### src/rtl/rs485_uart_rx.sv
`default_nettype none
// ============================================================================
// rs485_uart_rx : 8N1 serial receiver for an RS485 transceiver, mid-bit sampling
// Revision 1.0 : initial release
// ============================================================================
module rs485_uart_rx #(
  parameter int CLK_FREQ = 50000000,
  parameter int UART_BPS = 115200
) (
  input  logic       sys_clk,
  input  logic       sys_rst,
  input  logic       rs485_rxd,
  output logic [7:0] rx_out_data,
  output logic       rx_done,
  output logic       rx_frame_err,
  output logic       rx_busy
);

  localparam int c_BPS_CNT = CLK_FREQ / UART_BPS;
  localparam int c_CNT_W   = (c_BPS_CNT > 2) ? $clog2(c_BPS_CNT) : 1;
  localparam logic [c_CNT_W-1:0] c_CNT_FULL = c_CNT_W'(c_BPS_CNT - 1);
  localparam logic [c_CNT_W-1:0] c_CNT_HALF = c_CNT_W'(c_BPS_CNT / 2 - 1);

  typedef enum logic [2:0] {
    IDLE      = 3'd0,
    START     = 3'd1,
    DATA      = 3'd2,
    STOP      = 3'd3,
    WAIT_IDLE = 3'd4
  } state_t;

  state_t               r_state;
  state_t               w_state_next;
  logic                 r_rxd_s1;
  logic                 r_rxd_s2;
  logic                 r_rxd_s3;
  logic [c_CNT_W-1:0]   r_cnt;
  logic [2:0]           r_bit_idx;
  logic [7:0]           r_shift;
  logic                 w_fall;
  logic                 w_half_hit;
  logic                 w_full_hit;
  logic                 w_cnt_clr;
  logic                 w_bit_take;
  logic                 w_load;
  logic                 w_err;

  // Synchronizer idles high so leaving reset never looks like a start edge
  always_ff @(posedge sys_clk) begin
    if (sys_rst) begin
      r_rxd_s1 <= 1'b1;
      r_rxd_s2 <= 1'b1;
      r_rxd_s3 <= 1'b1;
    end else begin
      r_rxd_s1 <= rs485_rxd;
      r_rxd_s2 <= r_rxd_s1;
      r_rxd_s3 <= r_rxd_s2;
    end
  end

  assign w_fall     = r_rxd_s3 & ~r_rxd_s2;
  assign w_half_hit = (r_cnt == c_CNT_HALF);
  assign w_full_hit = (r_cnt == c_CNT_FULL);
  assign rx_busy    = (r_state != IDLE);

  always_ff @(posedge sys_clk) begin
    if (sys_rst) begin
      r_state <= IDLE;
    end else begin
      r_state <= w_state_next;
    end
  end

  always_comb begin
    w_state_next = r_state;
    w_cnt_clr    = 1'b0;
    w_bit_take   = 1'b0;
    w_load       = 1'b0;
    w_err        = 1'b0;
    case (r_state)
      IDLE: begin
        if (w_fall) begin
          w_cnt_clr    = 1'b1;
          w_state_next = START;
        end
      end
      START: begin
        // Re-check the line half a bit in; a high level means it was a glitch
        if (w_half_hit) begin
          w_cnt_clr    = 1'b1;
          w_state_next = r_rxd_s2 ? IDLE : DATA;
        end
      end
      DATA: begin
        if (w_full_hit) begin
          w_cnt_clr  = 1'b1;
          w_bit_take = 1'b1;
          if (r_bit_idx == 3'd7) begin
            w_state_next = STOP;
          end
        end
      end
      STOP: begin
        if (w_full_hit) begin
          w_cnt_clr = 1'b1;
          if (r_rxd_s2) begin
            w_load       = 1'b1;
            w_state_next = IDLE;
          end else begin
            w_err        = 1'b1;
            w_state_next = WAIT_IDLE;
          end
        end
      end
      WAIT_IDLE: begin
        if (r_rxd_s2) begin
          w_state_next = IDLE;
        end
      end
      default: begin
        w_state_next = IDLE;
      end
    endcase
  end

  always_ff @(posedge sys_clk) begin
    if (sys_rst) begin
      r_cnt <= '0;
    end else if (w_cnt_clr || (r_state == IDLE) || (r_state == WAIT_IDLE)) begin
      r_cnt <= '0;
    end else begin
      r_cnt <= r_cnt + 1'b1;
    end
  end

  always_ff @(posedge sys_clk) begin
    if (sys_rst) begin
      r_bit_idx <= 3'd0;
      r_shift   <= 8'h00;
    end else begin
      if (r_state != DATA) begin
        r_bit_idx <= 3'd0;
      end else if (w_bit_take) begin
        r_bit_idx <= r_bit_idx + 3'd1;
      end
      if (w_bit_take) begin
        r_shift[r_bit_idx] <= r_rxd_s2;
      end
    end
  end

  always_ff @(posedge sys_clk) begin
    if (sys_rst) begin
      rx_out_data  <= 8'h00;
      rx_done      <= 1'b0;
      rx_frame_err <= 1'b0;
    end else begin
      rx_done      <= w_load;
      rx_frame_err <= w_err;
      if (w_load) begin
        rx_out_data <= r_shift;
      end
    end
  end

endmodule
`default_nettype wire

### config.mk
export PLATFORM = sky130hd
export DESIGN_NAME = rs485_uart_rx
export DESIGN_NICKNAME = d
export VERILOG_FILES = /design/src/rtl/rs485_uart_rx.sv
export SDC_FILE = /design/constraint.sdc
export NUM_CORES = 1
export LEC_CHECK = 0
export BUFFER_PORTS_ARGS = -buffer_cell sky130_fd_sc_hd__buf_2
export CORE_ASPECT_RATIO = 1.4
export CORE_MARGIN = 2
export CORE_UTILIZATION = 28
export CTS_BUF_LIST = sky130_fd_sc_hd__clkbuf_16
export DETAILED_ROUTE_END_ITERATION = 16
export HOLD_SLACK_MARGIN = 0.06
export PLACE_DENSITY = 0.43
export SYNTH_ARGS = -nofsm -noshare
export SYNTH_HDL_FRONTEND = slang
export SYNTH_SLANG_ARGS = --single-unit
### constraint.sdc
create_clock -name sys_clk -period 5.4 [get_ports sys_clk]
set_input_delay 0.27 -clock sys_clk [delete_from_list [all_inputs] [get_ports sys_clk]]
set_output_delay 0.27 -clock sys_clk [all_outputs]
set_load 0.05 [all_outputs]
# After elaboration in Yosys (flattened, before gate mapping)
# Index checks and enable logic that the tools add are counted.
dict set report classes {
  reduce_logical 10
  mux 21
  n_eq_ne 14
  add_sub_neg 2
  n_lt_le_gt_ge 2
  n_bitwise 4
}
# operator count
set ops {}
lappend ops {{2-to-1 mux 3 bit} 7}
lappend ops {{one-hot mux 3 bit (5 select lines)} 1}
lappend ops {{!= test 2 bit, second input constant} 6}
lappend ops {{adder 9 x 1 -> 9 bit, second input constant} 1}
lappend ops {{== test 9 x 8 -> 1 bit, second input constant} 1}
lappend ops {{== test 9 bit, second input constant} 1}
lappend ops {{2-to-1 mux 1 bit} 9}
lappend ops {{bitwise mux 8 bit} 1}
lappend ops {{== test 3 x 2 -> 1 bit, second input constant} 2}
lappend ops {{== test 3 bit, second input constant} 2}
lappend ops {{AND reduction 6 bit} 1}
lappend ops {{OR reduction 2 bit} 3}
lappend ops {{less-than comparator 3 x 4 -> 1 bit, second input constant} 1}
lappend ops {{adder 3 x 1 -> 3 bit, second input constant} 1}
lappend ops {{demux 1 bit (select 3 bit)} 1}
lappend ops {{== test 3 x 1 -> 1 bit, second input constant} 1}
lappend ops {{greater-or-equal comparator 3 x 1 -> 1 bit, second input constant} 1}
lappend ops {{logical NOT 3 bit} 1}
lappend ops {{!= test 3 x 2 -> 1 bit, second input constant} 1}
lappend ops {{NOT 1 bit} 3}
lappend ops {{one-hot mux 1 bit (3 select lines)} 1}
lappend ops {{nonzero test 3 bit} 1}
lappend ops {{OR reduction 3 bit} 1}
lappend ops {{logical OR 1 bit} 2}
lappend ops {{other kinds (3)} 3}
dict set report word_totals {
  word_cells 63
  ff_bits 36
  out_inout_bits 11
  in_bits 3
}

# Depth between registers and ports, before layout
# Gate-level depths: netlist (run 1).
dict set report depth {
  depth_word 7
  mapped_depth 7
  depth_no_buf 6
}

# Least setup slack after synthesis (run 1)
# No wires, ideal clock.
dict set report synth_timing {
  path_type {register -> register}
  from {reg r_cnt[0]}
  to {reg r_shift[2]}
  path_stages_with_launch 6
  arrival_ns 1.556
  n_path_buf 0
  setup_ns 0.126
  t_required_ns 5.274
  period_less_slack_ns 1.682
  setup_slack_ns 3.718
  path_cell_list {dfxtp_1 > ha_1 > and4bb_2 > nand3_2 > or4b_4 > mux2i_1}
}
dict set report synth_via {
  elab_chain_cells 3
}
# element line
set synth_lines {}
lappend synth_lines {{start, declared} 37} ;# logic [c_CNT_W-1:0] r_cnt;
lappend synth_lines {{start signal, assigned} 132} ;# r_cnt <= r_cnt + 1'b1;
lappend synth_lines {{== test 9 bit} 63} ;# assign w_full_hit = (r_cnt == c_CNT_FULL);
lappend synth_lines {{2-to-1 mux 1 bit} 95} ;# if (w_full_hit) begin
lappend synth_lines {{2-to-1 mux 1 bit} 80} ;# case (r_state)
lappend synth_lines {{end signal, assigned by index} 147} ;# r_shift[r_bit_idx] <= r_rxd_s2;
lappend synth_lines {{end, declared} 39} ;# logic [7:0] r_shift;
# No other way between the ends.
# A chain may end at the register's enable or synchronous reset.

# Worst setup path in the final report (run 1)
# Ends and elaborated chain as after synthesis.

==> results_dict.tcl, run 1 <==
set metrics [dict create \
    cts_setup_buffers 0 \
    layout.cells.most_common_list "dfxtp_1 (36), nor2_1 (18), mux2i_1 (18)" \
    final_common_cell "dfxtp_1" \
    final_net_count 192 \
    p_seq_share_pct 45.9 \
    start_util_pct 28.6 \
    post-route-min-period_ps 1830 \
    area_occupied_by_multi_input_gates_um2 883 \
    synth_ff_type "dfxtp_1" \
    kind_of_cell_with_the_highest_combined_delay_on_the_critical_path "simple AND/OR/NAND/NOR gates" \
    area_used_by_sequential_logic_in_the_layout_um2 721 \
    cts.sinks 36 \
    met2_length_um 1650 \
    grt_pass1_wl_um 5950 \
    synth.ff_latch_count 36 \
    drt_iter0_drc 51 \
    worst_ep_arrival_time_ps 1970 \
    n_antenna_cell 0 \
    yosys.area.top_type_share_pct 43.2 \
    met3WireLength_um 97 \
    peak_freq_ghz 0.548 \
    cellInternalPower_mw 0.464 \
    cts-buffers-inserted 5 \
    timing.setup.critical_path_class "register to register" \
    power.share.combinational_pct 11.1 \
    place.detailed.instances 247 \
    synthesis.instances 173 \
    drt.antenna.violating_nets 0 \
    timing.critical_path.to_type "register" \
    tightest_slew_ps 567 \
    synth_enable_flop_cells 0 \
    dp.final_hpwl_um 2430 \
    ys.warnings.count 0 \
    clockRootBuffer "clkbuf_16" \
    grt_start_max_net_pins 30 \
    placed_area_mm2 0.00178 \
    path_cells "ha_1 > and4bb_2 > nand3_2 > or4b_4 > mux2i_1" \
    num_io_pins 14 \
    gr-total-overflow 0 \
    yosysUniqueCellTypes 38 \
    hold_buffers 0 \
    die_x_um 69.2 \
    post_synth_arst_share_pct 0 \
    finalHoldViolCount 0 \
    drt-pass1-iter-count 4 \
    count_of_instances_resized_after_the_clock_tree_is_built 0 \
    number_of_global_route_vias_before_repair 1291 \
    antenna_found_initial 0 \
    place.gp.congestion 0.834 \
    dieArea_mm2 0.00659 \
    cts.htree.levels 2 \
    final_cell_area_mm2 0.00192 \
    clk_pin_slew_ps 50 \
    fin_crit_sh_pct 33.8 \
    clk_latency_ps 270 \
    final_cell_count_no_fill 255 \
    finalClockSkew_ps 2.94 \
    drive_above_1_share_pct 17.3 \
    report.final.slew_viol_count 0 \
    layout-area-overhead-vs-synth_pct 15.1 \
    core_area_mm2 0.00582 \
    row_count 33 \
    setup_viol 0 \
    synth_area_leaders "dfxtp_1 (43%), mux2i_1 (11%), nor3_1 (4.5%)" \
    cp-start-kind "register" \
    totalWireLength_um 3360 \
    routedWlPerCell_um 13.2 \
    critical_path.n_buffers_inverters 0 \
    holdCritPathClass "input pin to register" \
    relSlewSlack_pct 62.1 \
    switching_fraction_pct 25.5 \
    status "completed" \
    postSynthAreaPerCell_um2 9.63 \
    power.ir.vdd_worst_uv 132 \
    p_clk_share_pct 43.1 \
    die-height_um 95.3 \
    post-route-drc-count 0 \
    worst_path_max_delay_cell "or4b_4" \
    synth.net_count 181 \
    pwr_density_cell_mw_per_mm2 325 \
    fill_cells 596 \
    global_route.usage.total_pct 11.3 \
    rsz0062_at_grt "false" \
    power_mw 0.623 \
    portBuffers 13 \
    top_signal_layer_used "met4" \
    synth_sequential_area_ratio_pct 43.2 \
    synthDominantAreaCellType "dfxtp_1" \
    setup_total_negative_slack_ps 0 \
    cts_tree "done" \
    net-switching-power_mw 0.159 \
    critical_path_peak_fanout 6 \
    wl_met1_um 1460 \
    critPathRequiredTime_ps 5550 \
    mapped_cell_area_mm2 0.00167 \
    clockBufferDepth 2 \
    timing.max_cap.violations 0 \
    dr_total_vias 1237 \
    power_leakage_nw 0.715 \
    final.hold.worst_slack_ps 180 \
    cpPeakStageDelay_ps 530 \
    detail_route.vias_per_cell 4.85 \
]
[registers in the layout, summed over array words and instances (netlist names), 3 cells and up]
name         flops
r_bit_idx        3
r_cnt            9
r_shift          8
r_state          3
rx_out_data      8
[cells in the mapped netlist, types with 2 or more instances]
library cell  count
dfxtp_1          36
mux2i_1          18
nor2_1           18
nor3_1           15
nand2b_1          9
inv_1             6
nand3_1           6
xnor2_1           6
ha_1              5
nand2_1           5
clkbuf_1          4
nand4_1           3
nand4b_1          3
nor3b_1           3
o31ai_1           3
or2_2             3
buf_1             2
buf_2             2
nand4bb_1         2
nor2b_1           2
nor3b_2           2
nor4_1            2
or3_1             2
xor2_1            2
[metal layers]
metal / up-vias / GRT usage, %
met4: 0 / 8.01
met2: 21 / 19.8
met5: - / 0
met1: 578 / 11.9
met3: 12 / 2.96
li1: 626 / -
[per-stage QoR]
stage	setup slack (ps)	utilization, %
5_1_grt	3470	32.9
4_1_cts	3580	32.9
3_5_place_dp	3590	30.6
3_3_place_gp	3620	30.6
6_report	3570	32.9
2_1_floorplan	3720	-
[final timing paths]
check                       from                 endpoint  slack [ps]  cells after the start
min reg2reg  r_rxd_s1$_SDFF_PP1_      r_rxd_s2$_SDFF_PP1_         410                      1
max          r_cnt[0]$_SDFF_PP0_  r_shift[2]$_SDFFE_PP0P_        3570                      5
max reg2reg  r_cnt[0]$_SDFF_PP0_  r_shift[2]$_SDFFE_PP0P_        3570                      5
min                    rs485_rxd      r_rxd_s1$_SDFF_PP1_         180                      2
[power groups by stage]
stage / clock network (mW) / logic [mW] / registers (mW)
CTS: 0.277 / 0.0690 / 0.285
global placement: 0 / 0.0659 / 0.291
floorplan: 0 / 0.0638 / 0.281
detailed placement: 0 / 0.0681 / 0.291
finish: 0.268 / 0.0690 / 0.286
global route: 0.287 / 0.0752 / 0.287
[layout make-up]
type                       instances  area share [%]
multi-input combinational        122            46.1
sequential                        36            37.6
tap                               70            4.57
inverter                           6            1.17
timing repair buffer              13            3.39
clock inverter                     3           0.718
clock buffer                       5            6.52
[worst reg2reg max path: stages, from the launching register on]
cell	delay (ps)
dfxtp_1	420
ha_1	190
and4bb_2	320
nand3_2	110
or4b_4	530
mux2i_1	130
[kinds of logic (layout without fill, tap and decap cells)]
group                    after synthesis  count (layout)  share of synthesized area [%]
AO/OA/AOI/OAI                          7               7                           3.30
XOR/XNOR                               8               8                           4.20
adder cells (fa/ha/maj)                5               5                           3.75
buffers and inverters                 15              27                           3.75
flip-flops                            36              36                           43.2
multiplexers                          19              19                           11.5
AND/OR/NAND/NOR                       83              83                           30.3
(Power assumes the default switching activity.)
==> run 2, diff against run 1 <==
--- a/config.mk
+++ b/config.mk
@@ -12,7 +12,7 @@
 export CTS_BUF_LIST = sky130_fd_sc_hd__clkbuf_16
 export DETAILED_ROUTE_END_ITERATION = 16
 export HOLD_SLACK_MARGIN = 0.06
-export PLACE_DENSITY = 0.43
+export PLACE_DENSITY = 0.45
 export SYNTH_ARGS = -nofsm -noshare
 export SYNTH_HDL_FRONTEND = slang
 export SYNTH_SLANG_ARGS = --single-unit
==> constraint.sdc (replaced) <==
create_clock -name sys_clk -period 1.5 [get_ports sys_clk]
set_input_delay 0.075 -clock sys_clk [delete_from_list [all_inputs] [get_ports sys_clk]]
set_output_delay 0.075 -clock sys_clk [all_outputs]
set_load 0.05 [all_outputs]
==> results_dict.tcl, run 2 (synthesized netlist as in run 1, its figures left out) <==
set metrics [dict create \
    core_area_mm2 0.00582 \
    start_util_pct 28.6 \
    clockBufferDepth 2 \
    totalWireLength_um 3810 \
    place.detailed.instances 276 \
    setup_viol 24 \
    worst_ep_arrival_time_ps 1810 \
    cts.sinks 36 \
    dr_total_vias 1400 \
    postLayoutSetupSlackWorst_ps -143 \
    final_net_count 230 \
    rsz0062_at_grt "true" \
    critical_path_peak_fanout 2 \
    r2r-start "r_cnt[1]$_SDFF_PP0_" \
    post-route-drc-count 0 \
    worst_r2r_endpoint "r_state[0]$_SDFFE_PP0P_" \
    timing.critical_path.to_type "register" \
    peak_freq_ghz 0.609 \
    cpPeakStageDelay_ps 320 \
    grt_start_max_net_pins 30 \
    dp.final_hpwl_um 2680 \
    path_cells "inv_2 > ha_4 > buf_4 > nand4bb_4 > o31ai_2 > o311ai_4 > mux2_4" \
    clk_pin_slew_ps 50 \
    setup.reg_to_reg.worst_slack_ps -140 \
    regMostFlops "r_cnt" \
    status "finished, violations left" \
    fin_crit_sh_pct 110 \
    final_common_cell "buf_4" \
    report.final.slew_viol_count 0 \
    detail_route.vias_per_cell 4.78 \
    global_route.usage.total_pct 12.1 \
    pwr_density_cell_mw_per_mm2 993 \
    relSlewSlack_pct 69.5 \
    power.ir.vdd_worst_uv 374 \
    die-height_um 95.3 \
    timing.hold.worst_endpoint "rx_out_data[3]$_SDFFE_PP0P_" \
    cts.htree.levels 2 \
    finalClockSkew_ps 1.36 \
    number_of_global_route_vias_before_repair 1403 \
    holdCritPathClass "input pin to register" \
    clk_latency_ps 280 \
    power_leakage_nw 0.926 \
    min_from "sys_rst" \
    num_io_pins 14 \
    antenna_found_initial 0 \
    postLayoutCoreUtil_pct 41.8 \
    timing.max_cap.violations 0 \
    portBuffers 13 \
    timing.hold.worst_path_depth 2 \
    final.hold.worst_slack_ps 229 \
    worst_path_max_delay_cell "dfxtp_2" \
    cp-start-kind "register" \
    n_antenna_cell 0 \
    tightest_slew_ps 458 \
    drt-pass1-iter-count 4 \
    place.gp.congestion 0.766 \
    drive_above_1_share_pct 44.4 \
    largestRegisters "r_cnt: 9 flops, r_shift: 8 flops, rx_out_data: 8 flops" \
    drt_iter0_drc 45 \
    row_count 33 \
    critPathRequiredTime_ps 1660 \
    gr-total-overflow 0 \
    critPathLaunch "r_cnt[1]$_SDFF_PP0_" \
    routedWlPerCell_um 13.0 \
    timing.setup.critical_path_class "register to register" \
    post-route-min-period_ps 1640 \
    finalHoldViolCount 0 \
    cts_tree "done" \
    die_x_um 69.2 \
    violated_checks "negative setup slack" \
    final_cell_count_no_fill 293 \
    layout-area-overhead-vs-synth_pct 46.2 \
    drt.antenna.violating_nets 0 \
    layout.cells.most_common_list "buf_4 (33), dfxtp_1 (32), mux2i_1 (18)" \
    power_mw 2.42 \
    dieArea_mm2 0.00659 \
    largest_register_ffs 9 \
    grt_pass1_wl_um 6470 \
    timing.reg2reg.worst_path_depth 7 \
    cts-buffers-inserted 5 \
    clockRootBuffer "clkbuf_16" \
]
## run 2: area by class of cell
class	count	area [um^2]
Clock inverter	3	13.8
Fill cell	576	3390
Timing Repair Buffer	50	365
Inverter	6	22.5
Tap cell	70	87.6
Sequential cell	36	728
Multi-Input combinational cell	123	1090
Clock buffer	5	125
## run 2: power by group
part | switching [mW] | internal, mW
clock | 0.383 | 0.603
sequential | 0.0273 | 0.984
combinational | 0.235 | 0.186
## run 2: layer usage
layer	share of wire [%]	track usage [%]	vias up
met5	0	0	-
met4	1.2	3.43	0
met3	1.8	2.85	5
met2	57	24.2	10
met1	40	12.5	684
li1	-	-	701
## run 2: stage by stage
| step | setup TNS [ps] | worst slack (ps) | area (um^2) |
|---|---|---|---|
| 2_1_floorplan | -196 | -128 | 1710 |
| 3_3_place_gp | -1540 | -138 | 2040 |
| 3_5_place_dp | -2060 | -148 | 2040 |
| 4_1_cts | -1550 | -139 | 2320 |
| 5_1_grt | -3550 | -228 | 2440 |
| 6_report | -1400 | -143 | 2440 |
## run 2: critical path, delay by kind of cell (launching register included)
family | cells | cell delay [ps]
mux | 1 | 320
buf+inv | 2 | 170
fa+ha+maj | 1 | 120
flops | 1 | 320
compound gates | 2 | 480
simple gates | 1 | 130
## run 2: worst max-delay path by stage
stage / end / depth (start not counted) / slack [ps]
CTS: r_shift[2]$_SDFFE_PP0P_ / 6 / -140
global placement: r_state[0]$_SDFFE_PP0P_ / 7 / -140
floorplan: r_shift[2]$_SDFFE_PP0P_ / 6 / -130
global route: r_state[0]$_SDFFE_PP0P_ / 7 / -230
detailed placement: r_shift[2]$_SDFFE_PP0P_ / 6 / -150
finish: r_state[0]$_SDFFE_PP0P_ / 7 / -140
## run 2: what timing repair did
action	in CTS	in global routing
pin swaps	10	9
hold buffers	1	0
setup endpoints to repair	27	30
buffers inserted	2	5
endpoints found under the hold margin	1	0
gates cloned	1	0
resized for setup	21	15
==> run 3, diff against run 2 <==
--- a/config.mk
+++ b/config.mk
@@ -6,13 +6,12 @@
 export NUM_CORES = 1
 export LEC_CHECK = 0
 export BUFFER_PORTS_ARGS = -buffer_cell sky130_fd_sc_hd__buf_2
-export CORE_ASPECT_RATIO = 1.4
 export CORE_MARGIN = 2
-export CORE_UTILIZATION = 28
+export CORE_UTILIZATION = 34
 export CTS_BUF_LIST = sky130_fd_sc_hd__clkbuf_16
 export DETAILED_ROUTE_END_ITERATION = 16
 export HOLD_SLACK_MARGIN = 0.06
-export PLACE_DENSITY = 0.45
+export PLACE_DENSITY = 0.52
 export SYNTH_ARGS = -nofsm -noshare
 export SYNTH_HDL_FRONTEND = slang
 export SYNTH_SLANG_ARGS = --single-unit
==> results_dict.tcl, run 3 (synthesized netlist as in run 1, its figures left out) <==
set metrics [dict create \
    status "finished, violations left" \
    violated_checks "negative setup slack" \
    finalHoldViolCount 0 \
    dr_total_vias 1378 \
    fin_crit_sh_pct 108 \
    drt_iter0_drc 78 \
    antenna_found_initial 0 \
    dieArea_mm2 0.00548 \
    postLayoutCoreUtil_pct 50.9 \
    die_x_um 74.0 \
    tightest_slew_ps 488 \
    path_cells "inv_2 > ha_4 > and4bb_2 > nand3_2 > or4b_4 > mux2i_1" \
    post-route-drc-count 0 \
    finalClockSkew_ps 2.22 \
    final_common_cell "dfxtp_1" \
    clk_pin_slew_ps 50 \
    postLayoutSetupSlackWorst_ps -118 \
    routedWlPerCell_um 13.5 \
    place.detailed.instances 273 \
    cpPeakStageDelay_ps 520 \
    critical_path_peak_fanout 3 \
    place.gp.congestion 0.804 \
    cp-start-kind "register" \
    layout.cells.most_common_list "dfxtp_1 (30), buf_4 (29), mux2i_1 (18)" \
    die-height_um 74.0 \
    start_util_pct 35.3 \
    timing.critical_path.to_type "register" \
    power_mw 2.58 \
    drt.antenna.violating_nets 0 \
    grt_start_max_net_pins 30 \
    rsz0062_at_grt "true" \
    dp_slack_ps -178 \
    dp.final_hpwl_um 2630 \
    detail_route.vias_per_cell 4.80 \
    global_route.usage.total_pct 15.1 \
    number_of_global_route_vias_before_repair 1352 \
    worst_path_max_delay_cell "or4b_4" \
    setup_viol 23 \
    critPathRequiredTime_ps 1650 \
    final_net_count 227 \
    row_count 25 \
    clk_latency_ps 270 \
    setup_total_negative_slack_ps -1490 \
    grt_pass1_wl_um 6380 \
    portBuffers 13 \
    drt-pass1-iter-count 4 \
    regMostFlops "r_cnt" \
    cts-buffers-inserted 5 \
    layout-area-overhead-vs-synth_pct 44.3 \
    post-route-min-period_ps 1620 \
    drive_above_1_share_pct 39.5 \
    pwr_density_cell_mw_per_mm2 1070 \
    clockRootBuffer "clkbuf_16" \
    num_io_pins 14 \
    relSlewSlack_pct 67.5 \
    worst_ep_arrival_time_ps 1770 \
    largestRegisters "r_cnt: 9 flops, r_shift: 8 flops, rx_out_data: 8 flops" \
    core_area_mm2 0.00472 \
    power.ir.vdd_worst_uv 646 \
    gr-total-overflow 0 \
    report.final.slew_viol_count 0 \
    peak_freq_ghz 0.618 \
    timing.setup.critical_path_class "register to register" \
    largest_register_ffs 9 \
    clockBufferDepth 2 \
    n_antenna_cell 0 \
    holdCritPathClass "input pin to register" \
    timing.max_cap.violations 0 \
    totalWireLength_um 3870 \
    final_cell_count_no_fill 287 \
    cts.htree.levels 2 \
    power_leakage_nw 0.928 \
    cts.sinks 36 \
    cts_tree "done" \
]
[run 3: layout make-up]
cell class / count / area [um^2]
Fill cell: 427 / 2320
Multi-Input combinational cell: 123 / 1030
Sequential cell: 36 / 733
Timing Repair Buffer: 47 / 374
Clock buffer: 5 / 125
Tap cell: 67 / 83.8
Clock inverter: 3 / 37.5
Inverter: 6 / 22.5
[run 3: path summary, 6_finish.rpt]
check        slack (ps)                start                           to  cells past startpoint
max                -120  r_cnt[1]$_SDFF_PP0_      r_shift[2]$_SDFFE_PP0P_                      6
min                 250              sys_rst  rx_out_data[7]$_SDFFE_PP0P_                      2
max reg2reg        -120  r_cnt[1]$_SDFF_PP0_      r_shift[2]$_SDFFE_PP0P_                      6
min reg2reg         410  r_rxd_s1$_SDFF_PP1_          r_rxd_s2$_SDFF_PP1_                      1
[run 3: power breakdown]
part	switching, mW	total [mW]	internal (mW)
Clock	0.360	1.13	0.771
Combinational	0.237	0.441	0.204
Sequential	0.0257	1.01	0.985
Total	0.622	2.58	1.96
[run 3: what timing repair did]
action	in CTS	in global routing
hold buffers	1	0
pin swaps	8	3
endpoints found under the setup margin	28	32
resized for setup	20	10
buffers inserted	2	1
endpoints found under the hold margin	1	0
cloned	1	1
[run 3: metal layers]
metal | GRT usage, % | up-vias | routed length [um] | share of wire, %
li1 | - | 700 | - | -
met1 | 20.7 | 660 | 1880 | 49
met2 | 23.7 | 13 | 1860 | 48
met4 | 4.44 | 0 | 42 | 1.1
met3 | 3.66 | 5 | 88 | 2.3
met5 | 0 | - | 0 | 0
[run 3: worst max-delay path: cells and delay by family (launching register included)]
| kind | cells | cell delay, ps |
|---|---|---|
| mux | 1 | 130 |
| flops | 1 | 320 |
| simple gates | 3 | 860 |
| fa+ha+maj | 1 | 120 |
| buf+inv | 1 | 70 |
[run 3: through the flow]
stage | instance area (um^2) | hold WS (ps)
2_1_floorplan | 1710 | 179
3_3_place_gp | 2030 | 263
3_5_place_dp | 2030 | 272
4_1_cts | 2330 | 249
5_1_grt | 2400 | 279
6_report | 2400 | 254
